$ cat config.mk
export PLATFORM = sky130hd
export DESIGN_NAME = mac_sequencer_flat
export DESIGN_NICKNAME = d
export VERILOG_FILES = /design/src/rtl/mac_pkg.sv /design/src/rtl/mac_sequencer_if.sv /design/src/rtl/mac_ir_step.sv /design/src/rtl/mac_sequencer.sv /design/src/flat_wrapper.sv
export SDC_FILE = /design/constraint.sdc
export NUM_CORES = 1
export LEC_CHECK = 0
export CORE_MARGIN = 1.5
export CORE_UTILIZATION = 65
export CTS_CLUSTER_DIAMETER = 50
export DETAILED_ROUTE_END_ITERATION = 10
export HOLD_SLACK_MARGIN = 0.05
export PLACE_DENSITY = 0.94
export SLEW_MARGIN = 20
export SYNTH_ARGS = -nofsm -noshare
export SYNTH_HDL_FRONTEND = slang
export SYNTH_HIERARCHICAL = 1
export SYNTH_SLANG_ARGS = --single-unit
export TNS_END_PERCENT = 5
$ cat constraint.sdc
create_clock -name clk -period 15.3 [get_ports clk]
set_clock_uncertainty 0.15 [all_clocks]
set_input_delay 1.53 -clock clk [delete_from_list [all_inputs] [get_ports clk]]
set_output_delay 1.53 -clock clk [all_outputs]
set_load 0.02 [all_outputs]
$ cat src/rtl/mac_pkg.sv
// mac_pkg
// Shared definitions for the MAC control sequencer: FSM state encoding,
// MAC instruction register (MIR) field widths, address stride and the
// packed MIR view {valid, addr, count}.
package mac_pkg;

   localparam int MIR_ADDR_W = 21;
   localparam int MIR_CNT_W  = 4;
   localparam int MIR_W      = 1 + MIR_ADDR_W + MIR_CNT_W;
   localparam int MAC_STRIDE = 8;

   typedef enum logic [2:0] {
      ST_IDLE  = 3'd0,
      ST_ISSUE = 3'd1,
      ST_WAIT  = 3'd2,
      ST_ACC   = 3'd3,
      ST_DONE  = 3'd4
   } mac_state_e;

   typedef struct packed {
      logic                  valid;
      logic [MIR_ADDR_W-1:0] addr;
      logic [MIR_CNT_W-1:0]  count;
   } mir_t;

endpackage

$ cat src/rtl/mac_sequencer_if.sv
// mac_sequencer_if
// Bundles the three handshakes of the MAC sequencer:
//   cmd_* : command from the issuing core stage (valid/ready)
//   mem_* : single-outstanding read port (req/gnt, then rvalid/rdata)
//   res_* : accumulated result back to the core stage (valid/ready)
// modport master : the sequencer side
// modport slave  : the core stage / memory side
interface mac_sequencer_if
   import mac_pkg::*;
#(
   parameter int OP_W   = 16,
   parameter int ACC_W  = 40,
   parameter int ADDR_W = MIR_ADDR_W,
   parameter int CNT_W  = MIR_CNT_W
);

   logic              cmd_valid;
   logic              cmd_ready;
   logic [ADDR_W-1:0] cmd_addr;
   logic [CNT_W-1:0]  cmd_count;

   logic              mem_req;
   logic [ADDR_W-1:0] mem_addr;
   logic              mem_gnt;
   logic              mem_rvalid;
   logic [2*OP_W-1:0] mem_rdata;

   logic              res_valid;
   logic              res_ready;
   logic [ACC_W-1:0]  res_data;

   modport master (
      input  cmd_valid, cmd_addr, cmd_count,
      output cmd_ready,
      output mem_req, mem_addr,
      input  mem_gnt, mem_rvalid, mem_rdata,
      output res_valid, res_data,
      input  res_ready
   );

   modport slave (
      output cmd_valid, cmd_addr, cmd_count,
      input  cmd_ready,
      input  mem_req, mem_addr,
      output mem_gnt, mem_rvalid, mem_rdata,
      input  res_valid, res_data,
      output res_ready
   );

endinterface

$ cat src/rtl/mac_ir_step.sv
// mac_ir_step
// Combinational next value of the MAC instruction register.
//   addr_cur : current address field
//   cnt_cur  : current count field
//   mir_nxt  : {1, addr_cur+MAC_STRIDE, cnt_cur-1}, or all-zero if cnt_cur==0
// The zero case keeps the count from ever wrapping below zero.
module mac_ir_step
   import mac_pkg::*;
#(
   parameter int ADDR_W = MIR_ADDR_W,
   parameter int CNT_W  = MIR_CNT_W
) (
   input  logic [ADDR_W-1:0]     addr_cur,
   input  logic [CNT_W-1:0]      cnt_cur,
   output logic [ADDR_W+CNT_W:0] mir_nxt
);

   always_comb begin
      mir_nxt = '0;
      if (cnt_cur != '0) begin
         mir_nxt = {1'b1, addr_cur + ADDR_W'(MAC_STRIDE), cnt_cur - CNT_W'(1)};
      end
   end

endmodule

$ cat src/rtl/mac_sequencer.sv
// mac_sequencer
// Walks the MAC instruction register through one command: for each element
// it reads an operand pair, accumulates a*b, steps the address by 8 and
// decrements the count, then hands the sum back over a valid/ready handshake.
//   clk, rst_n : clock, asynchronous active-low reset
//   bus        : cmd/mem/res handshakes (mac_sequencer_if.master)
//   busy       : high in any state other than IDLE
//   mir        : live MAC instruction register {valid, addr, count}
//
// state | meaning
// IDLE  | waiting for a command; cmd_ready high
// ISSUE | mem_req high at mir.addr until granted
// WAIT  | read granted, waiting for mem_rvalid
// ACC   | accumulate latched pair, step the MIR
// DONE  | res_valid high with the sum until res_ready
module mac_sequencer
   import mac_pkg::*;
#(
   parameter int OP_W   = 16,
   parameter int ACC_W  = 40,
   parameter int ADDR_W = MIR_ADDR_W,
   parameter int CNT_W  = MIR_CNT_W
) (
   input  logic                  clk,
   input  logic                  rst_n,
   mac_sequencer_if.master       bus,
   output logic                  busy,
   output logic [ADDR_W+CNT_W:0] mir
);

   localparam int MIR_LEN = 1 + ADDR_W + CNT_W;
   localparam int PROD_W  = 2 * OP_W;

   mac_state_e state_q, state_d;
   logic [MIR_LEN-1:0] mir_q, mir_d, mir_step;
   logic [ACC_W-1:0]   acc_q, acc_d;
   logic [OP_W-1:0]    op_a_q, op_a_d;
   logic [OP_W-1:0]    op_b_q, op_b_d;
   logic               ready_en_q, ready_en_d;

   logic [ADDR_W-1:0]        mir_addr;
   logic [CNT_W-1:0]         mir_cnt;
   logic signed [PROD_W-1:0] prod;

   assign mir_addr = mir_q[CNT_W +: ADDR_W];
   assign mir_cnt  = mir_q[CNT_W-1:0];
   assign prod     = $signed(op_a_q) * $signed(op_b_q);

   mac_ir_step #(
      .ADDR_W (ADDR_W),
      .CNT_W  (CNT_W)
   ) u_ir_step (
      .addr_cur (mir_addr),
      .cnt_cur  (mir_cnt),
      .mir_nxt  (mir_step)
   );

   // cmd_ready must read 0 while reset is held even though the state is
   // already IDLE; this flop lets it rise on the first edge after release.
   always_comb begin
      ready_en_d = 1'b1;
   end

   always_comb begin
      state_d = state_q;
      mir_d   = mir_q;
      acc_d   = acc_q;
      op_a_d  = op_a_q;
      op_b_d  = op_b_q;
      unique case (state_q)
         ST_IDLE: begin
            if (bus.cmd_valid && ready_en_q) begin
               mir_d   = {1'b1, bus.cmd_addr, bus.cmd_count};
               acc_d   = '0;
               state_d = (bus.cmd_count != '0) ? ST_ISSUE : ST_DONE;
            end
         end
         ST_ISSUE: begin
            if (bus.mem_gnt) state_d = ST_WAIT;
         end
         ST_WAIT: begin
            if (bus.mem_rvalid) begin
               op_a_d  = bus.mem_rdata[OP_W-1:0];
               op_b_d  = bus.mem_rdata[PROD_W-1:OP_W];
               state_d = ST_ACC;
            end
         end
         ST_ACC: begin
            acc_d = acc_q + {{(ACC_W-PROD_W){prod[PROD_W-1]}}, prod};
            if (mir_step[CNT_W-1:0] == '0) begin
               mir_d   = '0;
               state_d = ST_DONE;
            end else begin
               mir_d   = mir_step;
               state_d = ST_ISSUE;
            end
         end
         ST_DONE: begin
            if (bus.res_ready) state_d = ST_IDLE;
         end
         default: state_d = ST_IDLE;
      endcase
   end

   always_ff @(posedge clk or negedge rst_n) begin
      if (!rst_n) begin
         state_q    <= ST_IDLE;
         mir_q      <= '0;
         acc_q      <= '0;
         op_a_q     <= '0;
         op_b_q     <= '0;
         ready_en_q <= 1'b0;
      end else begin
         state_q    <= state_d;
         mir_q      <= mir_d;
         acc_q      <= acc_d;
         op_a_q     <= op_a_d;
         op_b_q     <= op_b_d;
         ready_en_q <= ready_en_d;
      end
   end

   assign bus.cmd_ready = (state_q == ST_IDLE) && ready_en_q;
   assign bus.mem_req   = (state_q == ST_ISSUE);
   assign bus.mem_addr  = mir_addr;
   assign bus.res_valid = (state_q == ST_DONE);
   assign bus.res_data  = acc_q;
   assign busy          = (state_q != ST_IDLE);
   assign mir           = mir_q;

endmodule

$ cat src/flat_wrapper.sv
// flat-port wrapper written by rule: the top's interface ports become plain ports
module mac_sequencer_flat import mac_pkg::*;
#(
   parameter int OP_W   = 16,
   parameter int ACC_W  = 40,
   parameter int ADDR_W = MIR_ADDR_W,
   parameter int CNT_W  = MIR_CNT_W
)
  (clk, rst_n, busy, mir, bus_cmd_valid, bus_cmd_addr, bus_cmd_count, bus_cmd_ready, bus_mem_req, bus_mem_addr, bus_mem_gnt, bus_mem_rvalid, bus_mem_rdata, bus_res_valid, bus_res_data, bus_res_ready);
  mac_sequencer_if #(.OP_W(OP_W), .ACC_W(ACC_W), .ADDR_W(ADDR_W), .CNT_W(CNT_W)) bus_i ();
  input  logic clk;
  input  logic rst_n;
  output logic busy;
  output logic [ADDR_W+CNT_W:0] mir;
  input wire logic [$bits(bus_i.cmd_valid)-1:0] bus_cmd_valid;
  input wire logic [$bits(bus_i.cmd_addr)-1:0] bus_cmd_addr;
  input wire logic [$bits(bus_i.cmd_count)-1:0] bus_cmd_count;
  output wire logic [$bits(bus_i.cmd_ready)-1:0] bus_cmd_ready;
  output wire logic [$bits(bus_i.mem_req)-1:0] bus_mem_req;
  output wire logic [$bits(bus_i.mem_addr)-1:0] bus_mem_addr;
  input wire logic [$bits(bus_i.mem_gnt)-1:0] bus_mem_gnt;
  input wire logic [$bits(bus_i.mem_rvalid)-1:0] bus_mem_rvalid;
  input wire logic [$bits(bus_i.mem_rdata)-1:0] bus_mem_rdata;
  output wire logic [$bits(bus_i.res_valid)-1:0] bus_res_valid;
  output wire logic [$bits(bus_i.res_data)-1:0] bus_res_data;
  input wire logic [$bits(bus_i.res_ready)-1:0] bus_res_ready;
  assign bus_i.cmd_valid = bus_cmd_valid;
  assign bus_i.cmd_addr = bus_cmd_addr;
  assign bus_i.cmd_count = bus_cmd_count;
  assign bus_cmd_ready = bus_i.cmd_ready;
  assign bus_mem_req = bus_i.mem_req;
  assign bus_mem_addr = bus_i.mem_addr;
  assign bus_i.mem_gnt = bus_mem_gnt;
  assign bus_i.mem_rvalid = bus_mem_rvalid;
  assign bus_i.mem_rdata = bus_mem_rdata;
  assign bus_res_valid = bus_i.res_valid;
  assign bus_res_data = bus_i.res_data;
  assign bus_i.res_ready = bus_res_ready;
  mac_sequencer #(.OP_W(OP_W), .ACC_W(ACC_W), .ADDR_W(ADDR_W), .CNT_W(CNT_W)) u_core (.clk(clk), .rst_n(rst_n), .bus(bus_i), .busy(busy), .mir(mir));
endmodule
==> flow_metrics.py <==
metrics = {
    "sta": {
        "setup_violations": 0,
        "maxSlewViolCount": 0,
        "slew_headroom_pct": 26.91,
        "hold_viol_final": 0,
        "worst_slew_pin_slew_ns": 1.096,
        "period_share_pct": 63.09,
        "period_needed_ns": 9.653,
        "grt_setup_unrepaired": "no",
        "fmaxAchievable_mhz": 103.6,
        "setup_tns_ns": 0,
    },
    "layout": {
        "postLayoutCellArea_sq_um": 18360,
        "num-fill-cells": 1628,
        "drive_above_1_share_pct": 4.256,
        "syn2layout_area_growth_pct": 11.74,
        "fin_nets": 2348,
        "n_antenna_cell": 0,
    },
    "clocking": {
        "path_clk_slew_ns": 0.09,
        "ctsResizeCount": 0,
        "cts_tree": "yes",
        "root_buffer": "clkbuf_16",
        "cts_sinks": 102,
        "cts_buffers": 9,
        "cts_setup_buffers": 0,
        "htreeDepth": 3,
        "clk_path_buf_depth": 2,
        "clk_latency_ns": 0.38,
        "ctsHoldBuffers": 0,
    },
    "logic_synthesis": {
        "synth_common_cells": "inv_1 (312), fa_1 (263), nand2_1 (217), and2_1 (134), ha_1 (124)",
        "synth_area_leaders": "fa_1 (32%), dfrtp_1 (16%), ha_1 (9.4%)",
        "synth_area_sq_um": 16430,
        "syn-instance-count": 1813,
        "synth_warnings": 6,
        "async_reset_ff_share_pct": 100.0,
        "synth-main-ff-cell": "dfrtp_1",
        "synth_top_area_share_pct": 32.05,
        "synth_edf_count": 0,
        "synth_top_area_cell": "fa_1",
        "synth_nets": 2263,
        "synth_seq_cells": 102,
        "yosysMostFrequentCell": "inv_1",
        "synth.avg_cell_area_sq_um": 9.061,
        "synth_cell_types": 75,
        "synth_seq_area_share_pct": 15.54,
    },
    "worst_setup_path": {
        "r2r-end": "u_core/bus.res_data[39]",
        "endpoint_kind": "flip-flop",
        "cp_top_family": "adder cells",
        "crit_buf_inv": 3,
        "rr_worst_depth": 30,
        "cpMostUsedCell": "fa_1",
        "r2r_slack_ns": 5.65,
        "r2r_start": "u_core/op_b_q[1]",
        "max_stage_delay_ns": 0.86,
        "crit_slowest_cell": "nor3_1",
        "critical_path_class": "reg -> reg",
        "cp_max_fo": 17,
        "arrival_ns": 9.79,
        "critPathLaunchType": "flip-flop",
        "crit_required_ns": 15.44,
    },
    "drt": {
        "viasPerCell": 6.090,
        "drt_iter0_markers": 1157,
        "wl_microns": 42770,
        "wl_per_cell_microns": 19.15,
        "drc": 0,
        "drtAntennaViolNets": 0,
        "vias": 13598,
        "first_pass_iters": 8,
    },
    "die": {
        "core_sq_um": 24960,
        "die_h_microns": 162.0,
        "io_pins": 154,
        "rows": 58,
        "initial_utilization_pct": 65.81,
        "die-area_sq_um": 26240,
        "die_x_microns": 162.0,
    },
    "flow_run": {
        "drv_cap": 0,
    },
    "place": {
        "dp_hpwl_microns": 33010,
        "placed_area_sq_um": 18030,
        "place.gp.congestion": 0.9331,
        "portBuffers": 153,
    },
    "min_path": {
        "hold_class": "reg -> reg",
        "worstHoldEndpoint": "u_core/mir[25]",
        "hp-start": "u_core/mir[25]",
        "min_path_cells": 2,
    },
    "global_route": {
        "grt_pass1_wl_microns": 69990,
        "grt_pass1_vias": 14429,
        "grtUsageTotal_pct": 33.67,
        "antenna_found_initial": 0,
        "grt_max_degree": 64,
        "overflow": 0,
    },
    "status": {
        "status": "finished, final reports clean",
    },
}
[area by class of cell]
class                      instances  area (sq um)  area share [%]
multi-input combinational       1316         12330           67.18
sequential                       102          2552           13.90
timing repair buffer             157          1559           8.492
inverter                         312          1171           6.379
tap                              330         412.9           2.249
clock buffer                       9         225.2           1.227
clock inverter                     7         103.9          0.5657
[placed cells by master, fill, tap and decap left out, types with 6 or more instances in the layout]
cell             Yosys  layout
clkbuf_16            0       9
fa_1               263     263
nand2_1            217     217
and3_1              10      10
xor2_1              26      26
inv_1              312     312
nand3_1             21      21
mux2_2              32      32
nor2_1              66      66
o21a_1               7       7
nor3_1              13      13
nand2b_1            19      19
dfrtp_1            102     102
o21ai_0             94      94
o211ai_1             6       6
nor2b_1             12      12
a31oi_1              7       6
clkdlybuf4s50_1      0     152
a21o_1              21      21
o21bai_1             8       8
a22oi_1             21      21
a21oi_1             69      69
xnor2_1             43      43
or3_1               10      10
and2_1             134     134
ha_1               124     124
nand4_1              7       7
[cell families after synthesis]
group | Yosys count | synth area share, %
AND/OR/NAND/NOR | 537 | 16.23
buffers and inverters | 395 | 9.513
adder cells (fa/ha/maj) | 387 | 41.49
AO/OA/AOI/OAI | 285 | 11.03
flip-flops | 102 | 15.54
XOR/XNOR | 69 | 3.679
multiplexers | 37 | 2.498
other | 1 | 0.02283
[sequential cells by signal (all words and copies together) (netlist names)]
name                 count
u_core/ready_en_q        1
u_core/mir              26
u_core/bus.res_data     40
u_core/op_a_q           16
u_core/state_q           3
u_core/op_b_q           16
[layer usage]
layer	routed length (microns)	share of wire (%)	vias to the layer above	global-route usage, %
met4	2038	4.8	0	16.89
met5	0	0	-	0
li1	-	-	5906	-
met1	15320	36	6743	40.72
met3	3431	8.0	189	5.618
met2	21980	51	760	58.41
[worst max-delay path by stage]
stage / start / endpoint / slack [ns] / cells after the start
2_1_floorplan: u_core/op_a_q[15] / u_core/bus.res_data[39] / 6.86 / 30
3_3_place_gp: u_core/op_b_q[1] / u_core/bus.res_data[39] / 6.27 / 29
3_5_place_dp: u_core/op_b_q[1] / u_core/bus.res_data[39] / 5.92 / 29
4_1_cts: u_core/op_b_q[1] / u_core/bus.res_data[39] / 5.80 / 30
5_1_grt: u_core/op_b_q[1] / u_core/bus.res_data[39] / 5.14 / 29
6_report: u_core/op_b_q[1] / u_core/bus.res_data[39] / 5.65 / 30
[per-stage QoR]
| stage | hold slack (ns) | utilization, % | instances | setup slack (ns) |
|---|---|---|---|---|
| floorplan | 0.4106 | - | 1813 | 6.856 |
| global placement | 0.3501 | 72.22 | 2217 | 6.270 |
| detailed placement | 0.3544 | 72.22 | 2217 | 5.922 |
| CTS | 0.3681 | 73.54 | 2233 | 5.796 |
| global route | 0.3979 | 73.54 | 2233 | 5.143 |
| finish | 0.3649 | 73.54 | 2233 | 5.647 |
[worst min-delay path, stage by stage, from the launching register on]
cell,delay (ns)
dfrtp_1,0.38
inv_1,0.05
a21oi_1,0.05
Power is not shown: default switching activity piles up to over one toggle a cycle in this logic, so the estimate is an artifact.
